`src/rtl/rr_arbiter_if.sv`:
```
// rtl/rr_arbiter_if.sv - request/grant bundle between requesters and the round-robin arbiter
interface rr_arbiter_if #(
  parameter int REQCNT   = 3,
  parameter int REQWIDTH = $clog2(REQCNT)
);
  logic [REQCNT-1:0]   req_i;
  logic [REQCNT-1:0]   gnt_o;
  logic [REQWIDTH-1:0] gnt_num_o;
  logic                gnt_valid_o;
  logic [REQWIDTH-1:0] prior_o;

  modport master (
    output req_i,
    input  gnt_o, gnt_num_o, gnt_valid_o, prior_o
  );

  modport slave (
    input  req_i,
    output gnt_o, gnt_num_o, gnt_valid_o, prior_o
  );
endinterface

```
`src/rtl/rr_arbiter.sv`:
```
// rtl/rr_arbiter.sv - round-robin arbiter with registered grant and optional hold-time limit
module rr_arbiter #(
  parameter int REQCNT   = 3,
  parameter int REQWIDTH = $clog2(REQCNT),
  parameter int MAX_HOLD = 8,
  parameter int CNTWIDTH = $clog2(MAX_HOLD + 1)
) (
  input  logic         clk_i,
  input  logic         rst_i,
  rr_arbiter_if.slave  bus
);
  // With MAX_HOLD=0 the natural counter width is zero; keep one saturating bit.
  localparam int CW = (CNTWIDTH < 1) ? 1 : CNTWIDTH;
  localparam logic [CW-1:0] HOLD_LAST = (MAX_HOLD == 0) ? '0 : CW'(MAX_HOLD - 1);

  typedef enum logic {IDLE, GRANT} state_e;

  state_e              state_q, state_d;
  logic [REQCNT-1:0]   gnt_q, gnt_d;
  logic [REQWIDTH-1:0] gnt_num_q, gnt_num_d;
  logic [REQWIDTH-1:0] prior_q, prior_d;
  logic [CW-1:0]       cnt_q, cnt_d;

  logic                grant_end;
  logic [REQWIDTH-1:0] rot_ptr;
  logic [REQWIDTH-1:0] search_ptr;
  logic [REQWIDTH:0]   search_res;
  logic                win_valid;
  logic [REQWIDTH-1:0] win_idx;

  // Scan ptr, ptr+1, ... wrapping at REQCNT; descending loop so the nearest hit is kept.
  function automatic logic [REQWIDTH:0] find_winner(input logic [REQCNT-1:0] req,
                                                     input logic [REQWIDTH-1:0] ptr);
    logic [REQWIDTH:0] res;
    int                idx;
    res = '0;
    for (int k = REQCNT - 1; k >= 0; k--) begin
      idx = int'(ptr) + k;
      if (idx >= REQCNT) idx = idx - REQCNT;
      if (req[idx[REQWIDTH-1:0]]) res = {1'b1, idx[REQWIDTH-1:0]};
    end
    return res;
  endfunction

  always_ff @(posedge clk_i or posedge rst_i) begin
    if (rst_i) begin
      state_q   <= IDLE;
      gnt_q     <= '0;
      gnt_num_q <= '0;
      prior_q   <= '0;
      cnt_q     <= '0;
    end else begin
      state_q   <= state_d;
      gnt_q     <= gnt_d;
      gnt_num_q <= gnt_num_d;
      prior_q   <= prior_d;
      cnt_q     <= cnt_d;
    end
  end

  always_comb begin
    grant_end  = (state_q == GRANT) &&
                 (!bus.req_i[gnt_num_q] || ((MAX_HOLD != 0) && (cnt_q == HOLD_LAST)));
    rot_ptr    = (gnt_num_q == REQWIDTH'(REQCNT - 1)) ? '0 : gnt_num_q + REQWIDTH'(1);
    // The rotated pointer feeds the search in the same cycle so handover has no gap.
    search_ptr = grant_end ? rot_ptr : prior_q;
    search_res = find_winner(bus.req_i, search_ptr);
    win_valid  = search_res[REQWIDTH];
    win_idx    = search_res[REQWIDTH-1:0];

    state_d = state_q;
    case (state_q)
      IDLE:    if (win_valid) state_d = GRANT;
      GRANT:   if (grant_end) state_d = win_valid ? GRANT : IDLE;
      default: state_d = IDLE;
    endcase
  end

  always_comb begin
    gnt_d     = gnt_q;
    gnt_num_d = gnt_num_q;
    cnt_d     = cnt_q;
    prior_d   = grant_end ? rot_ptr : prior_q;
    if (((state_q == IDLE) || grant_end) && win_valid) begin
      gnt_num_d = win_idx;
      gnt_d     = REQCNT'(1) << win_idx;
      cnt_d     = '0;
    end else if ((state_q == IDLE) || grant_end) begin
      gnt_num_d = '0;
      gnt_d     = '0;
      cnt_d     = '0;
    end else if (cnt_q != '1) begin
      cnt_d = cnt_q + CW'(1);
    end
  end

  assign bus.gnt_o       = gnt_q;
  assign bus.gnt_num_o   = gnt_num_q;
  assign bus.gnt_valid_o = (state_q == GRANT);
  assign bus.prior_o     = prior_q;
endmodule

```
`src/flat_wrapper.sv`:
```
// flat-port wrapper written by rule: the top's interface ports become plain ports
module rr_arbiter_flat 
#(
  parameter int REQCNT   = 3,
  parameter int REQWIDTH = $clog2(REQCNT),
  parameter int MAX_HOLD = 8,
  parameter int CNTWIDTH = $clog2(MAX_HOLD + 1)
)
  (clk_i, rst_i, bus_req_i, bus_gnt_o, bus_gnt_num_o, bus_gnt_valid_o, bus_prior_o);
  rr_arbiter_if #(.REQCNT(REQCNT), .REQWIDTH(REQWIDTH)) bus_i ();
  input  logic clk_i;
  input  logic rst_i;
  input wire logic [$bits(bus_i.req_i)-1:0] bus_req_i;
  output wire logic [$bits(bus_i.gnt_o)-1:0] bus_gnt_o;
  output wire logic [$bits(bus_i.gnt_num_o)-1:0] bus_gnt_num_o;
  output wire logic [$bits(bus_i.gnt_valid_o)-1:0] bus_gnt_valid_o;
  output wire logic [$bits(bus_i.prior_o)-1:0] bus_prior_o;
  assign bus_i.req_i = bus_req_i;
  assign bus_gnt_o = bus_i.gnt_o;
  assign bus_gnt_num_o = bus_i.gnt_num_o;
  assign bus_gnt_valid_o = bus_i.gnt_valid_o;
  assign bus_prior_o = bus_i.prior_o;
  rr_arbiter #(.REQCNT(REQCNT), .REQWIDTH(REQWIDTH), .MAX_HOLD(MAX_HOLD), .CNTWIDTH(CNTWIDTH)) u_core (.clk_i(clk_i), .rst_i(rst_i), .bus(bus_i));
endmodule
```
`config.mk`:
```
export PLATFORM = sky130hd
export DESIGN_NAME = rr_arbiter_flat
export DESIGN_NICKNAME = d
export VERILOG_FILES = /design/src/rtl/rr_arbiter_if.sv /design/src/rtl/rr_arbiter.sv /design/src/flat_wrapper.sv
export SDC_FILE = /design/constraint.sdc
export NUM_CORES = 1
export LEC_CHECK = 0
export ABC_CLOCK_PERIOD_IN_PS = 2600
export BUFFER_PORTS_ARGS = -buffer_cell sky130_fd_sc_hd__buf_2
export CORE_MARGIN = 5
export CORE_UTILIZATION = 47
export CTS_CLUSTER_SIZE = 12
export DETAILED_ROUTE_END_ITERATION = 10
export HOLD_SLACK_MARGIN = 0.12
export PLACE_DENSITY = 0.75
export SETUP_SLACK_MARGIN = 0.02
export SYNTH_ARGS = -nofsm -noshare
export SYNTH_HDL_FRONTEND = slang
export SYNTH_SLANG_ARGS = --single-unit
```
`constraint.sdc`:
```
create_clock -name clk_i -period 2.6 [get_ports clk_i]
set_input_delay 0.52 -clock clk_i [delete_from_list [all_inputs] [get_ports clk_i]]
set_output_delay 0.52 -clock clk_i [all_outputs]
set_load 0.05 [all_outputs]
```
Word level (Yosys, flattened, before mapping)
Cells that the tools add are included.
{ "word_totals": {"register_bits": 12, "wordCells": 57} }
{ "op_classes": {"add_sub_neg": 7, "n_lt_le_gt_ge": 7, "n_eq_ne": 3, "shifts": 1, "mux": 26, "bitwise_logic": 1, "n_reduce_logical": 7} }
{ "op_table": {"columns": ["op", "count"], "rows": [
  ["$mux W3", 5],
  ["$mux W2", 7],
  ["$lt A2 B3 Y1 const B", 4],
  ["$mux W4", 3],
  ["$bmux W1 S2", 4],
  ["$ge A3 B2 Y1 const B", 2],
  ["$mux W1", 6],
  ["$add A4 B1 Y4 const B", 1],
  ["$eq A4 B3 Y1 const B", 1],
  ["$ne A4 B4 Y1 const B", 1],
  ["$sub A2 B1 Y2 const B", 2],
  ["$add A2 B1 Y3 const B", 1],
  ["$add A2 B2 Y3 const B", 1],
  ["$reduce_bool A3 Y1", 1],
  ["$shl A1 B2 Y3 const A", 1],
  ["$add A2 B1 Y2 const B", 1],
  ["$eq A2 B2 Y1 const B", 1],
  ["$ge A2 B2 Y1 const B", 1],
  ["$logic_and A1 B1 Y1", 2],
  ["$logic_or A1 B1 Y1", 2],
  ["$pmux W1 S2", 1],
  ["$reduce_bool A2 Y1", 1],
  ["$sub A2 B2 Y2 const B", 1],
  ["$logic_not A1 Y1", 1],
  ["$not A1 Y1", 1]
]} }

Depth between registers and ports, before layout
Gate-level depths: netlist (run 1).
{ "depth": {"word_depth": 17, "depth_mapped": 10} }

Least setup slack after synthesis (run 1)
OpenSTA, ideal clock, no wires.
{ "synth_timing": {"path_kind": "reg2reg", "from": "register u_core.gnt_num_q[0] (netlist: u_core.bus.gnt_num_o[0])", "to": "register u_core.gnt_num_q[1] (netlist: u_core.bus.gnt_num_o[1])", "setup_ps": 76, "arrival_ps": 2976, "t_required_ps": 2524, "slack_ps": -452, "stages_incl_launch_ff": 11, "n_path_buf": 1, "synth_period_minus_slack_ps": 3052, "path_cell_list": "dfrtp_1 -> inv_1 -> o211a_1 -> o31ai_4 -> mux2_1 -> ha_1 -> clkbuf_1 -> or3b_2 -> a21oi_1 -> o221ai_1 -> o21ai_1"} }
{ "synth_between": {"elab_chain_len": 16, "word_cells_on_any_way": 33, "cone_classes": "6 x add/sub; 3 x order compare; 1 x eq/ne; 17 x mux; 6 x reduce/logical"} }
{ "synth_rtl": {"columns": ["item", "line", "text"], "rows": [
  ["from (decl)", "rr_arbiter.sv:20", "logic [REQWIDTH-1:0] gnt_num_q, gnt_num_d;"],
  ["from (signal assigned)", "rr_arbiter.sv:55", "gnt_num_q <= gnt_num_d;"],
  ["$bmux W1 S2", "rr_arbiter.sv:63", "(!bus.req_i[gnt_num_q] || ((MAX_HOLD != 0) && (cnt_q == HOLD_LAST)));"],
  ["$mux W1 (not written as such)", "rr_arbiter.sv:63", null],
  ["$logic_not A1 Y1", "rr_arbiter.sv:63", null],
  ["$logic_or A1 B1 Y1", "rr_arbiter.sv:63", null],
  ["$logic_and A1 B1 Y1", "rr_arbiter.sv:62", "grant_end = (state_q == GRANT) &&"],
  ["$mux W2", "rr_arbiter.sv:66", "search_ptr = grant_end ? rot_ptr : prior_q;"],
  ["$add A2 B2 Y3", "rr_arbiter.sv:38", "idx = int'(ptr) + k;"],
  ["$ge A3 B2 Y1 or $sub A2 B1 Y2 (tied branches)", "rr_arbiter.sv:39", "if (idx >= REQCNT) idx = idx - REQCNT;"],
  ["$mux W2", "rr_arbiter.sv:39", null],
  ["$bmux W1 S2", "rr_arbiter.sv:40", "if (req[idx[REQWIDTH-1:0]]) res = {1'b1, idx[REQWIDTH-1:0]};"],
  ["$mux W1 (not written as such)", "rr_arbiter.sv:40", null],
  ["$mux W3 (3 in series)", "rr_arbiter.sv:40", null],
  ["$logic_and A1 B1 Y1", "rr_arbiter.sv:84", "if (((state_q == IDLE) || grant_end) && win_valid) begin"],
  ["$mux W2 or $reduce_bool A2 Y1 (tied branches)", null, null]
]} }
Parallel ways exist; a longest one is shown, timed or not. The select of a mux whose other input is x is not followed.
A chain may end at the register's enable or synchronous reset.

Worst setup path after layout (run 1)
{ "layout_timing": {"from": "register u_core.cnt_q[1]", "to": "register u_core.gnt_q[2] (netlist: u_core.bus.gnt_o[2])"} }
{ "layout_between": {"elab_chain_len": 14, "word_cells_on_any_way": 29, "cone_classes": "5 x add/sub; 3 x order compare; 1 x eq/ne; 1 x shift; 14 x mux; 5 x reduce/logical"} }
{ "layout_rtl": {"columns": ["item", "line", "text"], "rows": [
  ["from (decl)", "rr_arbiter.sv:22", "logic [CW-1:0] cnt_q, cnt_d;"],
  ["from (signal assigned)", "rr_arbiter.sv:57", "cnt_q <= cnt_d;"],
  ["$eq A4 B3 Y1 (*)", "rr_arbiter.sv:63", null],
  ["$logic_or A1 B1 Y1 (*)", "rr_arbiter.sv:63", null],
  ["$logic_and A1 B1 Y1 (*)", "rr_arbiter.sv:62", null],
  ["$mux W2", "rr_arbiter.sv:66", null],
  ["$add A2 B2 Y3", "rr_arbiter.sv:38", null],
  ["$ge A3 B2 Y1 or $sub A2 B1 Y2 (tied branches)", "rr_arbiter.sv:39", null],
  ["$mux W2", "rr_arbiter.sv:39", null],
  ["$bmux W1 S2", "rr_arbiter.sv:40", null],
  ["$mux W1 (not written as such)", "rr_arbiter.sv:40", null],
  ["$mux W3 (3 in series)", "rr_arbiter.sv:40", null],
  ["$shl A1 B2 Y3 or $logic_and A1 B1 Y1 (tied branches)", "rr_arbiter.sv:86, rr_arbiter.sv:84", null],
  ["$mux W3 or $reduce_bool A2 Y1 (tied branches)", null, null],
  ["to (signal assigned)", "rr_arbiter.sv:54", "gnt_q <= gnt_d;"],
  ["to (decl)", "rr_arbiter.sv:19", "logic [REQCNT-1:0] gnt_q, gnt_d;"]
]} }
Every way passes the cells marked *; elsewhere a longest branch is shown, timed or not. The select of a mux whose other input is x is not followed.

==> results.md, run 1 <==
- Pwr/cell area: 1540 mW/mm^2
- Clock power frac: 9.7%
- Initial DRC count: 5
- Final min period: 2.56 ns
- WL final: 1.66 mm
- Vias/cell: 5.66
- # Post-CTS Setup Buffers: 0
- Final ANT Viol Nets: 0
- Num Clock Sinks: 12
- Yosys Warn Count: 0
- Drt wl/cell: 13.9 microns
- CP arrival: 2.76 ns
- Row count: 14
- Fmax: 391 MHz
- Antenna violations before repair: 0
- Mapped Area: 737 sq um
- Worst-Skew Late Latency: 0.28 ns
- Synth top area share: 40.7%
- Maxcap violations: 0
- Switching Fraction: 47.7%
- Total GRT Usage: 15.6%
- DP HPWL: 1.34 mm
- Buffers on Ports: 12
- P&R area growth vs syn: 34.8%
- Crit end category: flip-flop
- Die Span X: 49.6 microns
- Routability congestion estimate: 0.780
- Period utilization: 98.5%
- Combinational share of power: 69.9%
- Total number of vias: 674
- Largest net degree at the start of global routing: 13
- Endpoints failing hold: 0
- Core Region: 0.00149 sq mm
- Register area share after synthesis: 40.7%
- Flop pwr share: 20.3%
- Setup Viol. Count Final: 0
- Async SR Flop Fraction: 100%
- I/O pin count: 13
- Final hold slack: 0.227 ns
- Top-count cell post-synth: dfrtp_1
- Hold crit path type: input pin to async pin
- Crit Path Category: flip-flop to flip-flop
- Mean Syn Cell Area: 9.45 sq um
- Initial Utilization: 49.5%
- Worst Path Max Fanout: 7
- Hold_buf cts: 0
- Netlist cell types: 31
- Gr ovfl total: 0
- Psw: 0.730 mW
- Slew @ Worst Pin: 0.438 ns
- Fillers: 126
- Outcome: complete, no violations
- Ranking of synthesized cells by area: dfrtp_1 41%, nor2_1 5.6%, mux2i_1 5.4%
- Top_reg_cell synth: dfrtp_1
- Unrepaired setup endpoints after global routing: yes
- Post-synth EDFFs: 0
- #FFs+latches synth: 12
- Clk buf depth: 2
- Residual DRC: 0
- Mapped Nets: 86
- CTS tree: done
- Post-Syn Instances: 78
- Internal power: 0.799 mW
- Req. time, crit path: 2.80 ns
- H-tree depth: 1
- Clk root buf: clkbuf_4
- First-pass GRT wire length: 2.97 mm
- Number of CTS-inserted buffers: 3
- Antenna Diode Count: 0
- Slew HR: 70.8%
- TritonRoute pass-1 iters: 4
- LEAKAGE: 0.473 nW
- Die span in y: 49.6 microns
- Clock slew at the register clock pins of the worst setup and hold paths: 0.07 ns
- Total Power: 1.53 mW
- Layout cells sized above 1: 44.7%
- Nets: 112
- Area leader, netlist: dfrtp_1
- Commonest cells post-synth: 12 x dfrtp_1, 11 x nor2_1, 7 x inv_1
- Max-slew violations: 0
- Layout Skew: 0.00326 ns
- Vias in the first global route: 661
- CP Launch Type: flip-flop
- Peak supply drop: 0.854 mV
- Die area: 0.00246 sq mm
logic make-up after synthesis:
kind of cell / after synthesis / synth area share (%)
AND/OR/NAND/NOR: 24 / 16.1
AO/OA/AOI/OAI: 22 / 22.2
flip-flops: 12 / 40.7
buffers and inverters: 10 / 6.11
multiplexers: 6 / 8.49
adder cells (fa/ha/maj): 3 / 5.09
XOR/XNOR: 1 / 1.19
state kept, by name, indices dropped and copies added, names as in the netlist:
register                count
u_core.bus.prior_o          2
u_core.bus.gnt_o            3
u_core.cnt_q                4
u_core.bus.gnt_num_o        2
u_core.bus.gnt_valid_o      1
repair_timing:
| action | 4_1_cts | 5_1_grt |
|---|---|---|
| endpoints found under the setup margin | 2 | 6 |
| resized for setup | 1 | 4 |
| pin swaps | 1 | 2 |
metal layers:
layer | vias up | part of all wire, % | track usage [%]
met4 | 0 | 0.85 | 5.24
li1 | 330 | - | -
met5 | - | 0 | 0
met3 | 2 | 5.7 | 6.93
met2 | 12 | 48 | 23.5
met1 | 330 | 45 | 19.6
per-stage QoR:
step                      setup WS [ns]  area (sq um)  instances  utilization [%]  setup TNS, ns
final                            0.0393           993        119             66.7              0
after global routing             -0.121           993        119             66.7         -0.531
after global placement          -0.0584           930        115             62.4         -0.118
after CTS                        0.0219           970        119             65.1              0
after floorplan                 -0.0175           792         78                -        -0.0312
after detailed placement        -0.0660           930        115             62.4         -0.282
path summary, 6_finish.rpt:
path	start	to	cells after the start	slack, ns
max in group asynchronous	rst_i	u_core.bus.gnt_num_o[0]	2	2.04
worst max-delay path	u_core.cnt_q[1]	u_core.bus.gnt_o[2]	9	0.04
worst max register to register	u_core.cnt_q[1]	u_core.bus.gnt_o[2]	9	0.04
worst min-delay path	rst_i	u_core.cnt_q[2]	2	0.23
min in group clk_i	u_core.cnt_q[3]	u_core.cnt_q[3]	1	0.53
worst min register to register	u_core.cnt_q[3]	u_core.cnt_q[3]	1	0.53
placed cells by master (no fill, tap or decap), drive strengths merged, types with 2 or more instances in the layout:
cell / instances
buf: 23
nand2: 3
dfrtp: 12
or2: 2
o21ai: 5
ha: 3
nand2b: 2
a21oi: 6
mux2: 2
nor2: 11
mux2i: 4
o221ai: 2
nand3: 2
inv: 8
clkbuf: 4
final cells by class:
cell class / count / area [sq um] / share of cell area (%)
Tap cell: 16 / 20.0 / 2.02
Inverter: 8 / 30.0 / 3.02
Sequential cell: 12 / 303 / 30.5
Clock buffer: 4 / 36.3 / 3.65
Timing Repair Buffer: 23 / 143 / 14.4
Multi-Input combinational cell: 56 / 462 / 46.5
power by group through the flow:
stage / registers [mW] / logic [mW] / clock network [mW]
4_1_cts: 0.310 / 1.03 / 0.153
3_5_place_dp: 0.313 / 1.02 / 0
5_1_grt: 0.324 / 1.17 / 0.165
3_3_place_gp: 0.310 / 0.986 / 0
6_report: 0.311 / 1.07 / 0.149
2_1_floorplan: 0.478 / 0.623 / 0
worst max-delay path: stages, from the launching register on:
cell      delay (ns)
dfrtp_1         0.39
ha_2            0.19
and3b_2         0.22
o31ai_4         0.32
mux2_4          0.35
ha_4            0.30
or3b_4          0.38
a21oi_2         0.14
o221ai_2        0.10
o21ai_1         0.09
No activity file was read; power rests on OpenSTA's default activity.
==> run 2, diff against run 1 <==
--- a/config.mk
+++ b/config.mk
@@ -13,7 +13,7 @@
 export DETAILED_ROUTE_END_ITERATION = 10
 export HOLD_SLACK_MARGIN = 0.12
 export PLACE_DENSITY = 0.75
-export SETUP_SLACK_MARGIN = 0.02
+export SETUP_SLACK_MARGIN = 0.2
 export SYNTH_ARGS = -nofsm -noshare
 export SYNTH_HDL_FRONTEND = slang
 export SYNTH_SLANG_ARGS = --single-unit
==> run 2 against run 1 <==
  * Die area unchanged
  * Worst hold slack about the same
  * Core utilization increased by 5.5 points
  * Design area increased by 8.3%
  * Sequential cell count unchanged
  * Final cell count increased by 4.2%
  * Critical endpoint unchanged
==> results.md, run 2 (synthesized netlist as in run 1, its figures left out) <==
- Routability congestion estimate: 0.768 (-1.6%)
- Initial DRC count: 18 (+13)
- Crit-path cells: ha_2 -> and3b_2 -> o31ai_4 -> mux2_4 -> ha_4 -> or3b_4 -> a21oi_2 -> o221ai_2 -> o21ai_1
- Worst-Skew Late Latency: 0.27 ns (about the same)
- Layout Cells excl Fill: 124 (+4.2%)
- CTS tree: done
- Layout cells sized above 1: 50.9% (+6.3 points)
- Largest net degree at the start of global routing: 13 (unchanged)
- Critical path buffers and inverters: 0 (unchanged)
- Num Clock Sinks: 12 (unchanged)
- Core Region: 0.00149 sq mm (unchanged)
- Clk root buf: clkbuf_4
- Worst path slowest cell: dfrtp_1
- P&R area growth vs syn: 46.0%
- TritonRoute pass-1 iters: 4 (unchanged)
- Largest register FFs: 4 (unchanged)
- H-tree depth: 1 (unchanged)
- Fmax: 385 MHz (-1.3%)
- Dpl cell area: 930 sq um (unchanged)
- CP Launch Type: flip-flop
- Req. time, crit path: 2.80 ns (about the same)
- Clock slew at the register clock pins of the worst setup and hold paths: 0.07 ns (about the same)
- Gr ovfl total: 0 (unchanged)
- Endpoints failing hold: 0 (unchanged)
- Crit Path Category: flip-flop to flip-flop
- Antenna violations before repair: 0 (unchanged)
- Total number of vias: 702 (+4.2%)
- Crit end category: flip-flop
- Worst Path Max Fanout: 7 (unchanged)
- Drt wl/cell: 14.4 microns (+3.3%)
- Total GRT Usage: 16.2% (+0.59 points)
- Setup Viol. Count Final: 0 (unchanged)
- Outcome: complete, no violations
- Worst r2r src: u_core.cnt_q[1]
- Final ANT Viol Nets: 0 (unchanged)
- Commonest non-fill, non-tap cell in the layout: buf_4
- Final instance area: 0.00108 sq mm (+8.3%)
- Final min period: 2.59 ns (+0.0338 ns)
- Top delay family on crit path: compound AO/OA/AOI/OAI gates
- Vias/cell: 5.66 (about the same)
- Residual DRC: 0 (unchanged)
- Row count: 14 (unchanged)
- Die area: 0.00246 sq mm (unchanged)
- RR Endpoint: u_core.bus.gnt_o[2]
- Max incr delay on CP: 0.39 ns (about the same)
- Buffers on Ports: 12 (unchanged)
- DP HPWL: 1.33 mm (-0.90%)
- Period utilization: 99.8% (+1.3 points)
- Die span in y: 49.6 microns (unchanged)
- Slew @ Worst Pin: 0.420 ns (-0.0177 ns)
- Antenna Diode Count: 0 (unchanged)
- Final hold slack: 0.227 ns (-0.000137 ns)
- Hold_buf cts: 0 (unchanged)
- Flop2flop setup slack: 0.005 ns (-0.03 ns)
- Biggest register: u_core.cnt_q
- Reg2reg path depth: 9 (unchanged)
- Max-slew violations: 0 (unchanged)
- Die Span X: 49.6 microns (unchanged)
- Unrepaired setup endpoints after global routing: yes
- CP arrival: 2.79 ns (+0.03 ns)
- First-pass GRT wire length: 3.14 mm (+5.6%)
- Hold crit path type: input pin to async pin
- Number of CTS-inserted buffers: 3 (unchanged)
- Most frequent cells in the layout: 13 x buf_4, 12 x buf_2, 10 x nor2_1, 10 x dfrtp_1, 6 x inv_1
- Vias in the first global route: 696 (+5.3%)
- Slew HR: 71.9% (+1.2 points)
- DP Cell Count: 115 (unchanged)
- Layout Skew: 0.000724 ns (-0.00254 ns)
- I/O pin count: 13 (unchanged)
- Maxcap violations: 0 (unchanged)
- Setup TNS: 0 ns (unchanged)
- Initial Utilization: 49.5% (unchanged)
- WL final: 1.78 mm (+7.7%)
- Nets: 117 (+4.5%)
- Clk buf depth: 2 (unchanged)
-- run 2: final cells by class --
type | count | area (sq um)
Clock buffer | 4 | 36.3
Fill cell | 110 | 413
Inverter | 8 | 30.0
Multi-Input combinational cell | 56 | 495
Sequential cell | 12 | 303
Tap cell | 16 | 20.0
Timing Repair Buffer | 28 | 191
-- run 2: how the worst max path moves through the flow --
stage                          from                 endpoint  slack (ns)  cells past startpoint
floorplan           u_core.cnt_q[0]  u_core.bus.gnt_num_o[1]       -0.02                     10
global placement       bus_req_i[0]      u_core.bus.gnt_o[2]       -0.06                     10
detailed placement     bus_req_i[0]   u_core.bus.gnt_valid_o       -0.10                      9
CTS                 u_core.cnt_q[1]      u_core.bus.gnt_o[2]        0.03                      9
global route        u_core.cnt_q[1]  u_core.bus.gnt_num_o[1]        -0.1                      9
finish              u_core.cnt_q[1]      u_core.bus.gnt_o[2]       0.005                      9
-- run 2: metrics by stage --
stage	setup WS [ns]	util [%]
final	0.00546	72.3
after global routing	-0.0986	72.3
after CTS	0.0275	71.2
after detailed placement	-0.102	62.4
after global placement	-0.0568	62.4
after floorplan	-0.0175	-
-- run 2: per-layer routing --
metal / up-vias / track usage [%] / share of wire [%]
met2: 23 / 25.4 / 46
met3: 7 / 6.93 / 8.3
met5: - / 0 / 0
met1: 331 / 19.7 / 44
li1: 341 / - / -
met4: 0 / 5.24 / 2.1
-- run 2: timing repair --
item | in CTS | in global routing
resized for setup | 13 | 3
setup endpoints to repair | 6 | 6
endpoints found under the hold margin | 0 | 0
cloned | 0 | 0
pin swaps | 6 | 1
buffers inserted | 4 | 1
Power of run 2 is left out: the tool's default activity adds up to more than one toggle a clock period on the data nets, which glitch-free logic cannot reach.
==> run 3, diff against run 2 <==
--- a/config.mk
+++ b/config.mk
@@ -5,10 +5,11 @@
 export SDC_FILE = /design/constraint.sdc
 export NUM_CORES = 1
 export LEC_CHECK = 0
+export ABC_AREA = 1
 export ABC_CLOCK_PERIOD_IN_PS = 2600
 export BUFFER_PORTS_ARGS = -buffer_cell sky130_fd_sc_hd__buf_2
 export CORE_MARGIN = 5
-export CORE_UTILIZATION = 47
+export CORE_UTILIZATION = 48
 export CTS_CLUSTER_SIZE = 12
 export DETAILED_ROUTE_END_ITERATION = 10
 export HOLD_SLACK_MARGIN = 0.12
==> run 3 against run 2 <==
  * Non-clock buffer count fell by 14
  * Highest routed layer unchanged
  * Core utilization fell by 8.1 points
  * Clock skew rose by 0.0012 ns
  * Maximum frequency rose by 17%
  * Critical path depth rose by 10
  * Worst hold slack improved by 0.012 ns
  * Sequential cell count did not move
  * Critical endpoint is now u_core.bus.gnt_o[1]
  * Largest cell class unchanged
  * Final cell count rose by 7.3%
  * Global-route usage fell by 3.0 points
==> results.md, run 3 <==
- Worst-Skew Late Latency: 0.27 ns (about the same)
- Mapped Nets: 107 (+24%)
- Async SR Flop Fraction: 100% (unchanged)
- Final min period: 2.22 ns (-0.379 ns)
- Netlist cell types: 21 (-32%)
- Worst path slowest cell: dfrtp_2
- Start point of the critical path: u_core.bus.gnt_num_o[0]
- Layout Skew: 0.00189 ns (+0.00117 ns)
- Initial DRC count: 20 (+2)
- Max incr delay on CP: 0.39 ns (about the same)
- WL final: 1.61 mm (-9.8%)
- CP arrival: 2.43 ns (-0.36 ns)
- Drt wl/cell: 12.1 microns (-16%)
- Final ANT Viol Nets: 0 (unchanged)
- Antenna violations before repair: 0 (unchanged)
- Endpoints failing hold: 0 (unchanged)
- Register area share after synthesis: 37.9% (-2.8 points)
- Worst r2r src: u_core.bus.gnt_num_o[0]
- Critical path buffers and inverters: 4 (+4)
- DP Cell Count: 127 (+10%)
- Post-synthesis mux area share: 1.26% (-7.2 points)
- Hold crit path type: input pin to async pin
- Gr ovfl total: 0 (unchanged)
- Unrepaired setup endpoints after global routing: no
- Nets: 126 (+7.7%)
- Post-synth EDFFs: 0 (unchanged)
- Simple-gate share of the synthesized area: 41.5% (+25 points)
- Ranking of synthesized cells by area: dfrtp_1 38%, nand2_1 13%, nand3_2 7.6%
- Max-slew violations: 0 (unchanged)
- Vias/cell: 5.27 (-6.9%)
- Crit-path cells: inv_2 -> nor2_2 -> nand2_1 -> nand2_4 -> nand2_4 -> nand2_4 -> nand2_1 -> nand2_2 -> inv_1 -> ha_4 -> inv_2 -> nand3_2 -> nand2_1 -> clkinv_1 -> nand3_1 -> nor2_2 -> nor2_4 -> nand3_2 -> nand2_1
- Top-count cell post-synth: nand2_1
- Row count: 14 (unchanged)
- Clk buf depth: 2 (unchanged)
- Worst setup margin: 0.384 ns (+0.379 ns)
- Main combinational cell family by area after synthesis: simple AND/OR/NAND/NOR gates
- Slew @ Worst Pin: 0.457 ns (+0.0368 ns)
- Setup TNS: 0 ns (unchanged)
- Fillers: 142 (+29%)
- Maxcap violations: 0 (unchanged)
- Req. time, crit path: 2.81 ns (about the same)
- P&R area growth vs syn: 24.8%
- Commonest non-fill, non-tap cell in the layout: nand2_1
- Top_reg_cell synth: dfrtp_1
- Antenna Diode Count: 0 (unchanged)
- TritonRoute pass-1 iters: 6 (+2)
- Synth Area in Adders: 4.74% (-0.35 points)
- Synth Area in Compound Gates: 4.90% (-17 points)
- Top delay family on crit path: simple AND/OR/NAND/NOR gates
- Reg area: 303 sq um (unchanged)
- Synth top area share: 37.9% (-2.8 points)
- Layout cells sized above 1: 41.9% (-9.0 points)
- Pre-CTS setup slack: 0.0963 ns (+0.199 ns)
- Largest register FFs: 4 (unchanged)
- Commonest cells post-synth: 27 x nand2_1, 12 x dfrtp_1, 11 x inv_1
- Die Span X: 50.6 microns (+2.1%)
- Die area: 0.00256 sq mm (+4.2%)
- CP Launch Type: flip-flop
- Area leader, netlist: dfrtp_1
- Period utilization: 85.2% (-15 points)
- Cell mode on critical path: nand2_1
- Slew HR: 69.5% (-2.5 points)
- Core Region: 0.00154 sq mm (+3.5%)
- I/O pin count: 13 (unchanged)
- Total number of vias: 701 (-0.14%)
- Largest net degree at the start of global routing: 13 (unchanged)
- Number of CTS-inserted buffers: 3 (unchanged)
- Yosys Warn Count: 0 (unchanged)
- Worst Path Max Fanout: 4 (-3)
- Setup Viol. Count Final: 0 (unchanged)
- Mapped Area: 792 sq um (+7.5%)
- Flop2flop setup slack: 0.38 ns (+0.38 ns)
- Crit end category: flip-flop
- First-pass GRT wire length: 2.64 mm (-16%)
- Area of the multi-input gates: 474 sq um (-4.3%)
- XOR/XNOR Fraction of Synth Area: 1.11% (-0.083 points)
- Routability congestion estimate: 0.786 (+2.4%)
- DP HPWL: 1.16 mm (-12%)
- Num Clock Sinks: 12 (unchanged)
- Biggest register: u_core.cnt_q
- Mean Syn Cell Area: 8.00 sq um (-15%)
- Clk root buf: clkbuf_4
- Crit Path Category: flip-flop to flip-flop
- Initial Utilization: 51.4% (+1.9 points)
- Most frequent cells in the layout: 26 x nand2_1, 12 x buf_2, 11 x inv_1
- Total GRT Usage: 13.2% (-3.0 points)
- Die span in y: 50.6 microns (+2.1%)
- Outcome: complete, no violations
- #FFs+latches synth: 12 (unchanged)
- Post-Syn Instances: 99 (+27%)
- CTS tree: done
- Fmax: 451 MHz (+17%)
- H-tree depth: 1 (unchanged)
- Clock slew at the register clock pins of the worst setup and hold paths: 0.08 ns (about the same)
- Buffers on Ports: 12 (unchanged)
- Residual DRC: 0 (unchanged)
- Layout Cells excl Fill: 133 (+7.3%)
- Vias in the first global route: 615 (-12%)
-- run 3: area by class of cell --
cell class | instances | area share, %
clock buffer | 4 | 3.67
sequential | 12 | 30.6
timing repair buffer | 14 | 8.86
inverter | 18 | 6.84
multi-input combinational | 69 | 48.0
tap | 16 | 2.03
-- run 3: repair_timing --
| action | in CTS | in global routing |
|---|---|---|
| buffers inserted | 0 | 2 |
| endpoints found under the hold margin | 0 | 0 |
| hold buffers | 0 | 0 |
| gates resized for setup | 1 | 7 |
| endpoints found under the setup margin | 4 | 5 |
| pin swaps | 0 | 3 |
-- run 3: kinds of logic after synthesis --
logic type               count (synthesis)
AND/OR/NAND/NOR                         59
buffers and inverters                   18
AO/OA/AOI/OAI                            5
flip-flops                              12
XOR/XNOR                                 1
adder cells (fa/ha/maj)                  3
multiplexers                             1
-- run 3: worst register-to-register path: cells and delay by family, from the launching register on --
kind	cells	cell delay, ns
simple gates	14	1.23
fa+ha+maj	1	0.26
flops	1	0.39
buf+inv	4	0.27
-- run 3: path summary, 6_finish.rpt --
kind                                            to  cells after the start
max                            u_core.bus.gnt_o[1]                     19
max in group asynchronous  u_core.bus.gnt_num_o[0]                      2
min                                u_core.cnt_q[2]                      2
max reg2reg                    u_core.bus.gnt_o[1]                     19
min in group clk_i             u_core.bus.gnt_o[0]                      2
min reg2reg                    u_core.bus.gnt_o[0]                      2
-- run 3: metal layers --
metal,track usage (%),wire (microns)
met1,16.9,726
met2,20.9,781
met3,5.33,85
met4,2.55,14
met5,0,0
-- run 3: per-stage QoR --
stage | cell area, sq um | util (%) | hold slack [ns]
after floorplan | 795 | - | 0.385
after global placement | 875 | 56.7 | 0.458
after detailed placement | 875 | 56.7 | 0.464
after CTS | 916 | 59.4 | 0.251
after global routing | 988 | 64.1 | 0.267
final | 988 | 64.1 | 0.239
Power of run 3 is left out for the same reason.
